==> config.mk <==
export PLATFORM = sky130hd
export DESIGN_NAME = glb_stream_arbiter
export DESIGN_NICKNAME = d
export VERILOG_FILES = /design/src/rtl/glb_stream_arbiter.sv
export SDC_FILE = /design/constraint.sdc
export NUM_CORES = 1
export LEC_CHECK = 0
export ABC_AREA = 1
export CAP_MARGIN = 20
export CORE_MARGIN = 3
export CORE_UTILIZATION = 44
export DETAILED_ROUTE_END_ITERATION = 10
export HOLD_SLACK_MARGIN = 0.08
export PLACE_DENSITY = 0.89
export SETUP_SLACK_MARGIN = 0.15
export SKIP_CTS_REPAIR_TIMING = 1
export SYNTH_ARGS = -nofsm -noshare
export SYNTH_HDL_FRONTEND = slang
export SYNTH_SLANG_ARGS = --single-unit
==> constraint.sdc <==
create_clock -name clk -period 2.55 [get_ports clk]
set_input_delay 0.255 -clock clk [delete_from_list [all_inputs] [get_ports clk]]
set_output_delay 0.255 -clock clk [all_outputs]
set_load 0.02 [all_outputs]
==> src/rtl/glb_stream_arbiter.sv <==
// Round-robin packet arbiter that merges the ifmap/filter/ipsum GLB read streams
// onto the shared PE-array input bus through a one-entry registered output stage.
module glb_stream_arbiter #(
  parameter int unsigned DATA_SIZE = 32,
  parameter int unsigned XID_BITS  = 4,
  parameter int unsigned YID_BITS  = 3,
  parameter int unsigned MAX_BURST = 64
) (
  input  logic                   clk,
  input  logic                   rst,
  input  logic [2:0]             src_valid,
  output logic [2:0]             src_ready,
  input  logic [2:0]             src_last,
  input  logic [3*DATA_SIZE-1:0] src_data,
  input  logic [3*XID_BITS-1:0]  src_tag_X,
  input  logic [3*YID_BITS-1:0]  src_tag_Y,
  output logic                   GLB_ifmap_valid,
  input  logic                   GLB_ifmap_ready,
  output logic                   GLB_filter_valid,
  input  logic                   GLB_filter_ready,
  output logic                   GLB_ipsum_valid,
  input  logic                   GLB_ipsum_ready,
  output logic [DATA_SIZE-1:0]   GLB_data_in,
  output logic [XID_BITS-1:0]    ifmap_tag_X,
  output logic [YID_BITS-1:0]    ifmap_tag_Y,
  output logic [XID_BITS-1:0]    filter_tag_X,
  output logic [YID_BITS-1:0]    filter_tag_Y,
  output logic [XID_BITS-1:0]    ipsum_tag_X,
  output logic [YID_BITS-1:0]    ipsum_tag_Y,
  output logic                   busy,
  output logic                   err_overrun
);
  localparam int unsigned CW = $clog2(MAX_BURST);

  typedef enum logic {IDLE = 1'b0, OWN = 1'b1} state_t;

  state_t          state;
  logic [1:0]      rr, owner, winner, sel;
  logic [CW-1:0]   cnt, beats;
  logic [2:0]      out_valid, glb_ready;
  logic            out_fire, load, granted, acc, at_limit, overrun, pkt_end;
  logic [DATA_SIZE-1:0] sel_data;
  logic [XID_BITS-1:0]  sel_tx;
  logic [YID_BITS-1:0]  sel_ty;

  function automatic logic [1:0] inc3(input logic [1:0] x);
    return (x == 2'd2) ? 2'd0 : x + 2'd1;
  endfunction

  assign glb_ready        = {GLB_ipsum_ready, GLB_filter_ready, GLB_ifmap_ready};
  assign GLB_ifmap_valid  = out_valid[0];
  assign GLB_filter_valid = out_valid[1];
  assign GLB_ipsum_valid  = out_valid[2];

  // Grant selection, source handshake and packet-end detection.
  always_comb begin
    out_fire = |(out_valid & glb_ready);
    load     = !(|out_valid) || out_fire;
    if (src_valid[rr])              winner = rr;
    else if (src_valid[inc3(rr)])   winner = inc3(rr);
    else                            winner = inc3(inc3(rr));
    sel       = (state == OWN) ? owner : winner;
    granted   = (state == OWN) || (|src_valid);
    src_ready = (rst && load && granted) ? (3'b001 << sel) : 3'b000;
    acc       = load && granted && src_valid[sel];
    beats     = (state == OWN) ? cnt : '0;
    at_limit  = (beats == CW'(MAX_BURST - 1));
    overrun   = acc && !src_last[sel] && at_limit;
    pkt_end   = acc && (src_last[sel] || at_limit);
    case (sel)
      2'd1: begin
        sel_data = src_data[DATA_SIZE +: DATA_SIZE];
        sel_tx   = src_tag_X[XID_BITS +: XID_BITS];
        sel_ty   = src_tag_Y[YID_BITS +: YID_BITS];
      end
      2'd2: begin
        sel_data = src_data[2*DATA_SIZE +: DATA_SIZE];
        sel_tx   = src_tag_X[2*XID_BITS +: XID_BITS];
        sel_ty   = src_tag_Y[2*YID_BITS +: YID_BITS];
      end
      default: begin
        sel_data = src_data[0 +: DATA_SIZE];
        sel_tx   = src_tag_X[0 +: XID_BITS];
        sel_ty   = src_tag_Y[0 +: YID_BITS];
      end
    endcase
  end

  always_ff @(posedge clk or negedge rst) begin
    if (!rst) begin
      state        <= IDLE;
      rr           <= '0;
      owner        <= '0;
      cnt          <= '0;
      out_valid    <= '0;
      GLB_data_in  <= '0;
      ifmap_tag_X  <= '0;
      ifmap_tag_Y  <= '0;
      filter_tag_X <= '0;
      filter_tag_Y <= '0;
      ipsum_tag_X  <= '0;
      ipsum_tag_Y  <= '0;
      busy         <= 1'b0;
      err_overrun  <= 1'b0;
    end else begin
      if (pkt_end) begin
        state <= IDLE;
        rr    <= inc3(sel);
        cnt   <= '0;
      end else if (acc) begin
        state <= OWN;
        owner <= sel;
        cnt   <= beats + CW'(1);
      end
      if (overrun) err_overrun <= 1'b1;
      if (load) out_valid <= acc ? (3'b001 << sel) : 3'b000;
      // Only the tag pair of the loaded stream changes.
      if (acc) begin
        GLB_data_in <= sel_data;
        case (sel)
          2'd0: begin
            ifmap_tag_X <= sel_tx;
            ifmap_tag_Y <= sel_ty;
          end
          2'd1: begin
            filter_tag_X <= sel_tx;
            filter_tag_Y <= sel_ty;
          end
          default: begin
            ipsum_tag_X <= sel_tx;
            ipsum_tag_Y <= sel_ty;
          end
        endcase
      end
      busy <= (!pkt_end && (acc || state == OWN)) || (load ? acc : (|out_valid));
    end
  end
endmodule
# Yosys cells after proc, flatten, opt, wreduce, memory -nomap -nowiden
# Cells that the tools add are included.
dict set report totals {
  output_inout_bits 61
  wordCells 81
  inputBits 128
  regBits 69
}
dict set report classes {
  n_eq_ne 5
  shifts 1
  add_sub_neg 4
  reduce_logical 26
  n_mux 25
  bitwise 3
  order_cmp 3
}
# cell count
set op_table {}
lappend op_table {{$pmux W32 S2} 1}
lappend op_table {{$mux W6} 3}
lappend op_table {{$mux W2} 6}
lappend op_table {{$lt A2 B3 Y1 const B} 3}
lappend op_table {{$reduce_or A3 Y1} 3}
lappend op_table {{$bmux W1 S2} 4}
lappend op_table {{$logic_and A1 B1 Y1} 8}
lappend op_table {{$pmux W4 S2} 1}
lappend op_table {{$reduce_and A2 Y1} 4}
lappend op_table {{$mux W1} 7}
lappend op_table {{$add A2 B1 Y2 const B} 3}
lappend op_table {{$add A6 B1 Y6 const B} 1}
lappend op_table {{$eq A2 B2 Y1 const B} 3}
lappend op_table {{$eq A6 B6 Y1 const B} 1}
lappend op_table {{$mux W3} 2}
lappend op_table {{$pmux W3 S2} 1}
lappend op_table {{$logic_or A1 B1 Y1} 5}
lappend op_table {{$and A3 B3 Y3} 1}
lappend op_table {{$logic_not A1 Y1} 3}
lappend op_table {{$shl A1 B2 Y3 const A} 1}
lappend op_table {{$eq A2 B1 Y1 const B} 1}
lappend op_table {{$logic_not A2 Y1} 1}
lappend op_table {{$not A1 Y1} 2}
lappend op_table {{$reduce_bool A2 Y1} 1}
lappend op_table {{$reduce_or A2 Y1} 1}

# Depth between registers and ports, before layout
dict set report logic_depth {
  ltp_word 14
  depth_mapped 14
  mapped_depth_nobuf 14
}

# Worst setup path before layout
# Ideal clock, no wire load.
dict set report synth_timing {
  path_kind {reg-to-output}
  from {reg state}
  to {out src_ready[1]}
  stages_incl_launch_ff 8
  path_buffers 2
  required_time_ns 2.295
  slack_ns 0.699
  arrival_ns 1.596
  cell_sequence {dfrtp_1 > buf_4 > inv_2 > or2_4 > a21boi_1 > nand2_1 > clkbuf_1 > nor2_1}
}
dict set report synth_between {
  elab_chain_len 3
  elab_cells_between_ends 5
  classes_between {1 x shift; 2 x mux; 2 x reduce/logical}
}
# item line
set synth_lines {}
lappend synth_lines {{start, declared} 37} ;# state_t state;
lappend synth_lines {{start signal, assigned} 91} ;# state <= IDLE;
lappend synth_lines {{start signal, assigned} 107} ;# state <= IDLE;
lappend synth_lines {{start signal, assigned} 111} ;# state <= OWN;
lappend synth_lines {{$mux W2 or $logic_or A1 B1 Y1 (tied branches)} {62, 63}}
lappend synth_lines {{$shl A1 B2 Y3 or $logic_and A1 B1 Y1 (tied branches)} 64} ;# src_ready = (rst && load && granted) ? (3'b001 << sel) : 3'b000;
lappend synth_lines {{$mux W3 *} 64}
lappend synth_lines {{end, declared} 12} ;# output logic [2:0] src_ready,
# Mark *: on every way between the ends. The rest lies on a longest branch, timed or not.

# Final worst setup path
dict set report layout_timing {
  from {in src_valid[0]}
  to {out src_ready[2]}
}
dict set report layout_between {
  elab_chain_len 7
  elab_cells_between_ends 12
  classes_between {1 x shift; 8 x mux; 3 x reduce/logical}
}
# item line
set layout_lines {}
lappend layout_lines {{start, declared} 11} ;# input logic [2:0] src_valid,
lappend layout_lines {{$bmux W1 S2} 60} ;# else if (src_valid[inc3(rr)]) winner = inc3(rr);
lappend layout_lines {{$mux W1 (not written as such)} 60}
lappend layout_lines {{$mux W2} 60}
lappend layout_lines {{$mux W2} 59} ;# if (src_valid[rr]) winner = rr;
lappend layout_lines {{$mux W2} 62} ;# sel = (state == OWN) ? owner : winner;
lappend layout_lines {{$shl A1 B2 Y3} 64}
lappend layout_lines {{$mux W3 *} 64}
# Mark *: on every way between the ends. The rest lies on a longest branch, timed or not. The select of a mux whose other input is x is not followed.

==> run metrics <==
most common cell after layout, fill and taps aside nand2_1; CTS clk-pin slew, worst paths 0.08 ns; Overall Global Routing Usage 27.13%; CTS tree done; Synth Register Bits 69; Clock Tree Root clkbuf_8; total number of vias 4432; global-route wire length before repair 21.32 mm; WL/cell 15.51 µm; CP Class input pin to output pin; drt total wl 13.18 mm; grt ovf 0; crit path launch type input pin; initial antenna violation count 0; Worst Path Max Fanout 6; Ant. Diodes 0; fin util 73.60%; Final Instance Area 6108 µm²; yosys warns 0; number of global-route vias before repair 4473; Synth Instances 548; die area 9793 µm²; Rel. slew slack 42.30%; Avg Vias per Cell 5.214; minimum clock period 2.232 ns; worst min path class input pin to asynchronous set/reset pin; site row count 33; antenna-violating nets left 0; layout cell share with drive strength beyond 1 7.114%; DPL Wire Length 9.755 mm; critical path arrival 1.98 ns; Crit. End Element output pin; clock buffer depth 2; chip width 98.96 µm; clock sinks 69; Max VDD drop 0.5861 mV; Layout Nets 869; Critical R2R Launch state; Netlist cell types 27; input/output buffers 188; Post-Syn Area 3802 µm²; Initial Utilization 45.82%; Final setup viols 0; status completed; Final Hold Fails 0; clk_lat worst skew 0.34 ns; Sum Neg Setup Slack 0 ns; pin count of the biggest net entering global routing 70; MaxCap Viol Count 0; leakage 0.003053 µW; worst-margin pin slew 0.8655 ns; most frequent cells in the layout nand2_1, clkdlybuf4s50_1, nand3_1; PwrDens 1367 nW/µm²; Final Skew 0.01031 ns; Detailed Route Iter0 Violations 232; TritonCTS buffer count 9; Layout area overhead 60.64%; placed inst area 5861 µm²; DR DRC count 0; RD Place Congestion 0.9482; critical path required time 2.30 ns; Crit. Startpoint src_valid[0]; FMAX 448.0 MHz; Syn Area/Cell 6.939 µm²; die height 98.96 µm; sequential share of the synthesized area 45.41%; Max H-tree Level 3; io pins 189; drt first pass iters 5; Net Count, Synth 677; Placeable Area 8299 µm²; RSZ-0062 raised after global routing false; post-route clock period utilization 87.54%; Slew Limit Fails 0
## Yosys cell counts
cell type | count | share of area (%)
a21oi_2 | 1 | 0.23
nand3b_1 | 2 | 0.39
a21oi_1 | 3 | 0.39
nand4_1 | 2 | 0.33
xnor2_1 | 1 | 0.23
buf_2 | 16 | 2.1
nor2_2 | 4 | 0.66
xor2_1 | 3 | 0.69
nand3_1 | 95 | 13
a21boi_2 | 1 | 0.30
o21ai_1 | 1 | 0.13
a31oi_1 | 1 | 0.16
nand2_1 | 299 | 30
clkbuf_1 | 3 | 0.30
ha_1 | 1 | 0.33
a21boi_1 | 1 | 0.20
nor3_1 | 2 | 0.26
nand2_2 | 4 | 0.66
nor2_1 | 5 | 0.49
buf_4 | 4 | 0.79
o21bai_1 | 1 | 0.20
dfrtp_1 | 69 | 45
o21ai_0 | 4 | 0.53
or2_4 | 1 | 0.23
inv_2 | 4 | 0.39
buf_6 | 3 | 0.89
inv_1 | 17 | 1.7
## worst paths after layout
path	to	cells after the start	slack [ns]
worst max register to register	GLB_data_in[16]	11	0.33
worst min-delay path	busy	2	0.11
worst min register to register	ifmap_tag_Y[1]	2	0.48
max in group asynchronous	state	2	1.81
worst max-delay path	src_ready[2]	10	0.32
min in group clk	ifmap_tag_Y[1]	2	0.48
## report_power, final
group | leakage [µW] | internal, µW | switching, µW
combinational | 0.00206 | 2170 | 3320
clock | 0.000110 | 555 | 433
sequential | 0.000878 | 1580 | 285
## kinds of logic (layout without fill, tap and decap cells)
| logic type | after synthesis | count (layout) | synth area share [%] |
|---|---|---|---|
| xor gates and xnor gates | 4 | 4 | 0.9215 |
| AOI/OAI and AO/OA | 13 | 13 | 2.139 |
| and+or+nand+nor | 414 | 414 | 45.05 |
| adders and majority gates | 1 | 1 | 0.3290 |
| buffers and inverters | 47 | 244 | 6.153 |
| DFF | 69 | 69 | 45.41 |
## critical path, stage by stage
cell and delay (ns):
clkdlybuf4s50_1 0.52, inv_1 0.09, nand2_1 0.07, nand3_1 0.09, nand2_1 0.12, nand2_1 0.11
nand2_2 0.17, nand2_1 0.10, nor2_1 0.15, dlymetal6s2s_1 0.30
## state kept, by name, indices dropped and copies added, names as in the netlist, 3 cells and up
name,cells
GLB_data_in,32
cnt,6
filter_tag_X,4
ifmap_tag_X,4
ipsum_tag_X,4
filter_tag_Y,3
ifmap_tag_Y,3
ipsum_tag_Y,3
out_valid,3
## metrics by stage
step / power, µW / setup WS (ns) / instances / hold WS (ns)
floorplan: 5098 / 0.6992 / 548 / -0.04059
global placement: 7108 / 0.09105 / 834 / 0.4540
detailed placement: 7282 / 0.02848 / 834 / 0.4590
CTS: 8321 / -0.07008 / 850 / 0.1540
global route: 9040 / 0.1371 / 850 / 0.1960
finish: 8349 / 0.3178 / 850 / 0.1121
## per-layer routing
metal,vias up,track usage (%),routed length (µm)
met1,2026,30.55,4861
met3,35,8.209,1387
li1,2113,-,-
met2,258,48.55,6577
met4,0,9.244,354
met5,-,0,0
## layout make-up
class	instances	area [µm²]
sequential	69	1728
clock inverter	7	98.84
clock buffer	9	123.9
inverter	21	78.83
fill	586	2191
timing repair buffer	207	2085
multi-input combinational	432	1863
tap	105	131.4
Note: power is estimated with default switching activity, not from simulation.
